## src/rtl/toggle_debounce_pkg.sv

```systemverilog
// Shared types for the push-button conditioning stage: FSM state
// encoding plus a small decode helper used by the top level.
package toggle_debounce_pkg;

  localparam int STATE_W = 2;

  typedef enum logic [STATE_W-1:0] {
    IDLE         = 2'd0,
    PRESS_WAIT   = 2'd1,
    PRESSED      = 2'd2,
    RELEASE_WAIT = 2'd3
  } db_state_t;

  // True while a press or release is still being qualified.
  function automatic logic is_qualifying(input db_state_t s);
    return (s == PRESS_WAIT) || (s == RELEASE_WAIT);
  endfunction

endpackage

```

## src/rtl/sync_2ff.sv

```systemverilog
// Two-flop synchronizer for asynchronous inputs. Both stages clear to 0
// on the synchronous active-low reset so a fresh run never sees stale data.
module sync_2ff #(
  parameter int W = 1
) (
  input  logic         clk,
  input  logic         reset,
  input  logic [W-1:0] d_i,
  output logic [W-1:0] q_o
);

  logic [W-1:0] s1_q;
  logic [W-1:0] s2_q;

  // Metastability pipeline: first stage samples the raw input, second filters it.
  always_ff @(posedge clk) begin
    if (!reset) begin
      s1_q <= {W{1'b0}};
      s2_q <= {W{1'b0}};
    end else begin
      s1_q <= d_i;
      s2_q <= s1_q;
    end
  end

  assign q_o = s2_q;

endmodule

```

## src/rtl/toggle_debounce.sv

```systemverilog
// Debounces a raw push-button/strobe and turns each accepted press into a
// single-cycle toggle request, with optional auto-repeat while held. The
// same counter width serves the debounce and repeat counters.
module toggle_debounce
  import toggle_debounce_pkg::*;
#(
  parameter int DEBOUNCE_CYCLES = 4,
  parameter int REPEAT_CYCLES   = 0,
  parameter int CNT_W           = 16
) (
  input  logic clk,
  input  logic reset,
  input  logic btn_in,
  input  logic enable,
  output logic t_pulse,
  output logic btn_level,
  output logic busy
);

  // A zero debounce length would accept a press on its very first sample.
  generate
    if (DEBOUNCE_CYCLES < 1 || DEBOUNCE_CYCLES > (2**CNT_W) - 1) begin : g_bad_debounce
      $error("toggle_debounce: DEBOUNCE_CYCLES out of range 1..2**CNT_W-1");
    end
    if (REPEAT_CYCLES < 0 || REPEAT_CYCLES > (2**CNT_W) - 1) begin : g_bad_repeat
      $error("toggle_debounce: REPEAT_CYCLES out of range 0..2**CNT_W-1");
    end
  endgenerate

  localparam logic [CNT_W-1:0] CNT_ZERO  = {CNT_W{1'b0}};
  localparam logic [CNT_W-1:0] CNT_ONE   = {{(CNT_W-1){1'b0}}, 1'b1};
  localparam logic [CNT_W-1:0] DB_LIMIT  = CNT_W'(DEBOUNCE_CYCLES);
  // Only meaningful when auto-repeat is enabled.
  localparam logic [CNT_W-1:0] RPT_LAST  = CNT_W'(REPEAT_CYCLES - 1);
  localparam logic             REPEAT_EN = (REPEAT_CYCLES > 0) ? 1'b1 : 1'b0;

  logic             sync_s;
  db_state_t        state_q, state_d;
  logic [CNT_W-1:0] cnt_q, cnt_d;
  logic [CNT_W-1:0] rpt_q, rpt_d;
  logic             t_pulse_q, t_pulse_d;
  logic             level_q, level_d;
  logic             busy_q, busy_d;

  sync_2ff #(.W(1)) u_sync (
    .clk   (clk),
    .reset (reset),
    .d_i   (btn_in),
    .q_o   (sync_s)
  );

  // Next-state, counter and output decode for the debounce FSM.
  always_comb begin
    state_d   = state_q;
    cnt_d     = cnt_q;
    rpt_d     = rpt_q;
    t_pulse_d = 1'b0;
    level_d   = level_q;

    case (state_q)
      IDLE: begin
        if (sync_s) begin
          state_d = PRESS_WAIT;
          cnt_d   = CNT_ONE;
        end else begin
          state_d = IDLE;
        end
      end

      PRESS_WAIT: begin
        if (!sync_s) begin
          state_d = IDLE;
        end else if (cnt_q == DB_LIMIT) begin
          state_d   = PRESSED;
          rpt_d     = CNT_ZERO;
          t_pulse_d = enable;
          level_d   = 1'b1;
        end else begin
          cnt_d = cnt_q + CNT_ONE;
        end
      end

      PRESSED: begin
        if (!sync_s) begin
          state_d = RELEASE_WAIT;
          cnt_d   = CNT_ONE;
        end else if (REPEAT_EN) begin
          if (rpt_q == RPT_LAST) begin
            t_pulse_d = enable;
            rpt_d     = CNT_ZERO;
          end else begin
            rpt_d = rpt_q + CNT_ONE;
          end
        end else begin
          rpt_d = rpt_q;
        end
      end

      RELEASE_WAIT: begin
        // A return to high here is release bounce, not a new press.
        if (sync_s) begin
          state_d = PRESSED;
          rpt_d   = CNT_ZERO;
        end else if (cnt_q == DB_LIMIT) begin
          state_d = IDLE;
          level_d = 1'b0;
        end else begin
          cnt_d = cnt_q + CNT_ONE;
        end
      end

      default: begin
        state_d = IDLE;
        cnt_d   = CNT_ZERO;
        rpt_d   = CNT_ZERO;
        level_d = 1'b0;
      end
    endcase

    busy_d = is_qualifying(state_d);
  end

  // State and registered-output update with synchronous active-low reset.
  always_ff @(posedge clk) begin
    if (!reset) begin
      state_q   <= IDLE;
      cnt_q     <= CNT_ZERO;
      rpt_q     <= CNT_ZERO;
      t_pulse_q <= 1'b0;
      level_q   <= 1'b0;
      busy_q    <= 1'b0;
    end else begin
      state_q   <= state_d;
      cnt_q     <= cnt_d;
      rpt_q     <= rpt_d;
      t_pulse_q <= t_pulse_d;
      level_q   <= level_d;
      busy_q    <= busy_d;
    end
  end

  assign t_pulse   = t_pulse_q;
  assign btn_level = level_q;
  assign busy      = busy_q;

endmodule

```

## config.mk

```make
export PLATFORM = sky130hd
export DESIGN_NAME = toggle_debounce
export DESIGN_NICKNAME = d
export VERILOG_FILES = /design/src/rtl/toggle_debounce_pkg.sv /design/src/rtl/sync_2ff.sv /design/src/rtl/toggle_debounce.sv
export SDC_FILE = /design/constraint.sdc
export NUM_CORES = 1
export LEC_CHECK = 0
export CAP_MARGIN = 15
export CORE_MARGIN = 8
export CORE_UTILIZATION = 51
export DETAILED_ROUTE_END_ITERATION = 7
export PLACE_DENSITY_LB_ADDON = 0.1
export SLEW_MARGIN = 15
export SYNTH_ARGS = -nofsm -noshare
export SYNTH_HDL_FRONTEND = slang
export SYNTH_HIERARCHICAL = 1
export SYNTH_SLANG_ARGS = --single-unit
```

## constraint.sdc

```tcl
create_clock -name clk -period 1.7 [get_ports clk]
set_input_delay 0.34 -clock clk [delete_from_list [all_inputs] [get_ports clk]]
set_output_delay 0.34 -clock clk [all_outputs]
set_load 0.01 [all_outputs]
```

; ---- Word level (Yosys, flattened, before mapping)
; Index checks and enable logic that the tools add are counted.
[word_totals]
reg_bits = 23
latchBits = 0
mem_bits_rw = 0
mem_bits_ro = 0
in_bits = 4
out_inout_bits = 3
wordCells = 44
mem_count = 0
[classes]
addsub = 1
multipliers = 0
n_div = 0
magnitude_cmp = 0
n_eq_ne = 12
shifts = 0
n_mux = 18
bitwise_logic = 0
reduce_logical = 6
[ops]
columns = op, n
row1 = 16-bit two-way mux, 5
row2 = 16-bit case mux with 4 select lines, 1
row3 = "16-bit by 1-bit adder with 16-bit output, second input constant", 1
row4 = "16-bit by 3-bit == test with 1-bit output, second input constant", 1
row5 = 2-bit two-way mux, 5
row6 = "2-bit inequality test, second input constant", 4
row7 = 2-bit case mux with 4 select lines, 1
row8 = 4-bit AND reduction, 2
row9 = "2-bit == test, second input constant", 3
row10 = 1-bit two-way mux, 5
row11 = 5-bit AND reduction, 1
row12 = "2-bit by 1-bit == test with 1-bit output, second input constant", 2
row13 = "2-bit by 1-bit inequality test with 1-bit output, second input constant", 2
row14 = 2-bit logical NOT, 1
row15 = 1-bit case mux with 2 select lines, 1
row16 = 2-bit nonzero test, 1
row17 = 1-bit logical OR, 1

; ---- Longest topological paths before layout
[depth]
depth_word = 6
ltp_mapped = 8
depth_no_buf = 6

; ---- By module
; The synthesis kept the hierarchy.
[by_module_without_submodules]
columns = module, n_inst, cells_each, area_each_um2
row1 = toggle_debounce, 1, 118, 1009.7
row2 = sync_2ff, 1, 4, 52.6

; ---- Worst setup path after synthesis
; Ideal clock, no wire load.
[synth_path]
path_kind = register to register
from = reg cnt_q[0]
to = reg cnt_q[12]
arrival_ns = 1.730
path_slack_ns = -0.100
path_stages_with_launch = 8
synth_period_minus_slack_ns = 1.800
path_cell_list = dfxtp_1 > inv_1 > ha_1 > nor4b_1 > a41o_2 > buf_2 > or4_1 > a21oi_1
[synth_via]
elab_chain_cells = 4
[synth_lines]
columns = item, line_no
row1 = from (decl), toggle_debounce.sv:39  ; logic [CNT_W-1:0] cnt_q, cnt_d;
row2 = from (signal assigned), toggle_debounce.sv:134  ; cnt_q <= cnt_d;
row3 = 16-bit by 1-bit adder with 16-bit output or 16-bit by 3-bit == test with 1-bit output (tied branches), n/a
row4 = 16-bit two-way mux *, "toggle_debounce.sv:73, toggle_debounce.sv:104"
row5 = 16-bit two-way mux (on tied branches), "toggle_debounce.sv:101, toggle_debounce.sv:71"
row6 = 16-bit case mux with 4 select lines *, toggle_debounce.sv:60  ; case (state_q)
; Mark *: on every way between the ends. The rest lies on a longest branch, timed or not. The select of a mux whose other input is x is not followed.
; A chain may end at the register's enable or synchronous reset.

; ---- Final worst setup path
[layout_path]
from = reg cnt_q[2]
to = reg cnt_q[11]
; Same word-level chain as after synthesis.

==> flow_metrics.tcl <==
set metrics [dict create \
    outcome "finished, violations left" \
    failed_checks "setup timing" \
    power.ir.vdd_worst_mv 0.4643 \
    synth_cell_type_count 29 \
    filler_cell_count 153 \
    cts-buffers-inserted 3 \
    worst_setup_hold_path_clk_slew_ns 0.12 \
    final-setup-viol-count 2 \
    synth_simple_gate_area_share_pct 28.15 \
    layout_commonest_cell "sky130_fd_sc_hd__buf_4" \
    final_max_slew_viol_count 0 \
    final_cell_mix "21 x sky130_fd_sc_hd__buf_4, 14 x sky130_fd_sc_hd__dfxtp_2, 11 x sky130_fd_sc_hd__a21oi_1, 9 x sky130_fd_sc_hd__nand2_1" \
    synth_compound_area_share_pct 17.20 \
    antenna_cells 0 \
    crit_type "flip-flop to flip-flop" \
    placed_cell_area_um2 1310 \
    finalCoreUtilization_pct 75.06 \
    cellPowerDensity_nw_per_um2 592.4 \
    layout-drive-gt1-share_pct 39.74 \
    layout-area-overhead-vs-synth_pct 38.63 \
    adder_cell_share_of_the_synthesized_area_pct 2.356 \
    antenna_found_initial 0 \
    route.met3.wl_um 68 \
    worst-slew-pin-transition_ns 0.3399 \
    post_synthesis_cell_area_um2 1062 \
    synthesis.area_per_instance_um2 8.707 \
    max_cap_violations 0 \
    buffers_from_clock_root_to_sink_at_most 2 \
    timing.critical_path.from_type "flip-flop" \
    core-area_um2 1962 \
    routedWlPerCell_um 14.16 \
    max_slew_margin_pct 77.10 \
    worstPathMaxFanout 8 \
    synth.area.mux_share_pct 1.885 \
    ff_latch_area_um2 481.7 \
    detail_route.iter0.violations 22 \
    via_count 1034 \
    yosysWarningCount 6 \
    yosys_register_bits 23 \
    report.final.hold_viol_count 0 \
    multiInputGateArea_um2 668.1 \
    fin_area_um2 1473 \
    cts_max_level 1 \
    row_count 16 \
    globalRoute.totalOverflow 0 \
    worst_skew_pair.late_latency_ns 0.31 \
    floorplan.die.height_um 61.64 \
    crit_path_end_kind "flip-flop" \
    critical_path_arrival_ns 1.97 \
    synth-xor-area-share_pct 3.298 \
    timing.critical_path.cells "nor4b_2, buf_4, a41o_4, or4_1, a21oi_1" \
    highest_layer "met4" \
    dieArea_um2 3799 \
    gp_routability_congestion 0.8581 \
    initial_utilization_pct 54.15 \
    met1_length_um 1167 \
    critical-path-max-stage-delay_ns 0.52 \
    timing.critical_path.max_delay_family "simple AND/OR/NAND/NOR gates" \
    number_of_nets_in_the_final_layout 158 \
    clock_tree_skew_after_final_layout_ns 0.001570 \
    cp.required_ns 1.94 \
    synth_top_family_by_area "simple AND/OR/NAND/NOR gates" \
    timing.final.ws_setup_ns -0.03025 \
    grt_max_degree 13 \
    grtUsageTotal_pct 14.21 \
    hpwlAfterDp_um 1757 \
    cp.buffers_inverters 1 \
    portBuffers 6 \
    synth_fp_nets 128 \
    post_synth_inst_count 122 \
    remaining_drc_errors 0 \
    worst_hold_path_type "flip-flop to flip-flop" \
    fin_hold_ws_ns 0.4650 \
    p_total_w 0.0008724 \
    final.min_clock_period_ns 1.730 \
    design.portCount 7 \
    drt-vias-per-instance 5.809 \
    cts.sink_count 23 \
    die_width_um 61.64 \
    wirelength_um 2521 \
    antenna_left 0 \
    ys_seq_area_share_pct 43.35 \
    first_global_vias 975 \
    max_freq_mhz 578.0 \
    drt_first_pass_iters 4 \
    grt_setup_unrepaired "true" \
    cts-root-buf "sky130_fd_sc_hd__clkbuf_4" \
    total_leakage_power_nw 0.5348 \
    post-route-period-util_pct 101.8 \
    critical-path-slowest-cell "sky130_fd_sc_hd__or4_1" \
    tritoncts "done" \
    first_pass_grt_wire_length_um 4098 \
    routed-wl-met2_um 1258 \
]
[logic make-up after synthesis]
logic type	after synthesis
adders and majority gates	2
buffers and inverters	10
AOI/OAI and AO/OA	31
xor gates and xnor gates	4
DFF	23
muxes	2
and+or+nand+nor	50
[flip-flops by register name (all words and copies together) (netlist names)]
register,cells
btn_level,1
u_sync/q_o,1
t_pulse,1
cnt_q,16
busy,1
state_q,2
u_sync/s1_q,1
[layout make-up]
| type | instances | share of cell area (%) |
|---|---|---|
| Clock buffer | 4 | 1.784 |
| Inverter | 6 | 1.529 |
| Multi-Input combinational cell | 89 | 45.37 |
| Sequential cell | 23 | 32.71 |
| Tap cell | 27 | 2.294 |
| Timing Repair Buffer | 29 | 16.31 |
[synthesized netlist by cell type]
cell type / count / area share (%)
sky130_fd_sc_hd__nand3_1: 4 / 1.9
sky130_fd_sc_hd__o31ai_1: 6 / 4.2
sky130_fd_sc_hd__inv_1: 6 / 2.1
sky130_fd_sc_hd__mux2i_1: 2 / 1.9
sky130_fd_sc_hd__xnor2_1: 1 / 0.82
sky130_fd_sc_hd__xor2_1: 3 / 2.5
sky130_fd_sc_hd__clkbuf_1: 2 / 0.71
sky130_fd_sc_hd__or4_4: 1 / 1.1
sky130_fd_sc_hd__or4_1: 6 / 4.2
sky130_fd_sc_hd__and2_1: 3 / 1.8
sky130_fd_sc_hd__a41oi_1: 1 / 0.82
sky130_fd_sc_hd__a21oi_1: 14 / 6.6
sky130_fd_sc_hd__and2b_2: 1 / 0.82
sky130_fd_sc_hd__nand4_1: 5 / 2.9
sky130_fd_sc_hd__or2_2: 1 / 0.59
sky130_fd_sc_hd__nor4b_1: 3 / 2.5
sky130_fd_sc_hd__or3_1: 5 / 2.9
sky130_fd_sc_hd__nor4_1: 1 / 0.59
sky130_fd_sc_hd__dfxtp_1: 23 / 43
sky130_fd_sc_hd__and4_1: 2 / 1.6
sky130_fd_sc_hd__and3_1: 2 / 1.2
sky130_fd_sc_hd__a41o_2: 1 / 1.1
sky130_fd_sc_hd__nand2_1: 9 / 3.2
sky130_fd_sc_hd__buf_2: 2 / 0.94
sky130_fd_sc_hd__o21ai_0: 8 / 3.8
sky130_fd_sc_hd__nor2_1: 6 / 2.1
sky130_fd_sc_hd__a211oi_1: 1 / 0.71
sky130_fd_sc_hd__ha_1: 2 / 2.4
sky130_fd_sc_hd__or3_2: 1 / 0.71
[layer usage]
| metal | up-vias | track usage, % |
|---|---|---|
| met4 | 0 | 5.195 |
| met3 | 7 | 3.549 |
| met5 | - | 0 |
| met2 | 21 | 23.49 |
| li1 | 515 | - |
| met1 | 491 | 17.20 |
[worst reg2reg max path, stage by stage (launching register included)]
cell and delay, ns:
sky130_fd_sc_hd__dfxtp_4 0.36, sky130_fd_sc_hd__nor4b_2 0.15, sky130_fd_sc_hd__buf_4 0.15, sky130_fd_sc_hd__a41o_4 0.32
sky130_fd_sc_hd__or4_1 0.52, sky130_fd_sc_hd__a21oi_1 0.16
[through the flow]
step | TNS (ns) | cells | worst slack, ns
floorplan | 0 | 122 | 0.006465
global placement | -0.1300 | 171 | -0.03440
detailed placement | -0.4077 | 171 | -0.06575
CTS | -0.04161 | 177 | -0.02044
global route | -0.2068 | 178 | -0.09295
finish | -0.03680 | 178 | -0.03025
[power by group]
| group | switching, W | internal, W |
|---|---|---|
| clock network | 0.000159 | 0.0000916 |
| logic | 0.0000338 | 0.0000395 |
| registers | 0.00000450 | 0.000544 |
| total | 0.000197 | 0.000675 |
[timing repair]
action | in CTS | in global routing
pin swaps | 5 | 5
setup endpoints to repair | 12 | 17
buffers inserted | 2 | 1
hold buffers | 0 | 0
gates resized for setup | 7 | 23
[worst paths after layout]
kind                                        startpoint                      to  slack (ns)  depth (start not counted)
worst max-delay path             cnt_q[2]$_SDFFE_PN0P_  cnt_q[11]$_SDFFE_PN0P_       -0.03                          5
worst max register to register   cnt_q[2]$_SDFFE_PN0P_  cnt_q[11]$_SDFFE_PN0P_       -0.03                          5
worst min register to register  u_sync/s1_q$_SDFF_PN0_   u_sync/q_o$_SDFF_PN0_        0.46                          1
worst min-delay path            u_sync/s1_q$_SDFF_PN0_   u_sync/q_o$_SDFF_PN0_        0.46                          1
No activity file was read; power rests on OpenSTA's default activity.
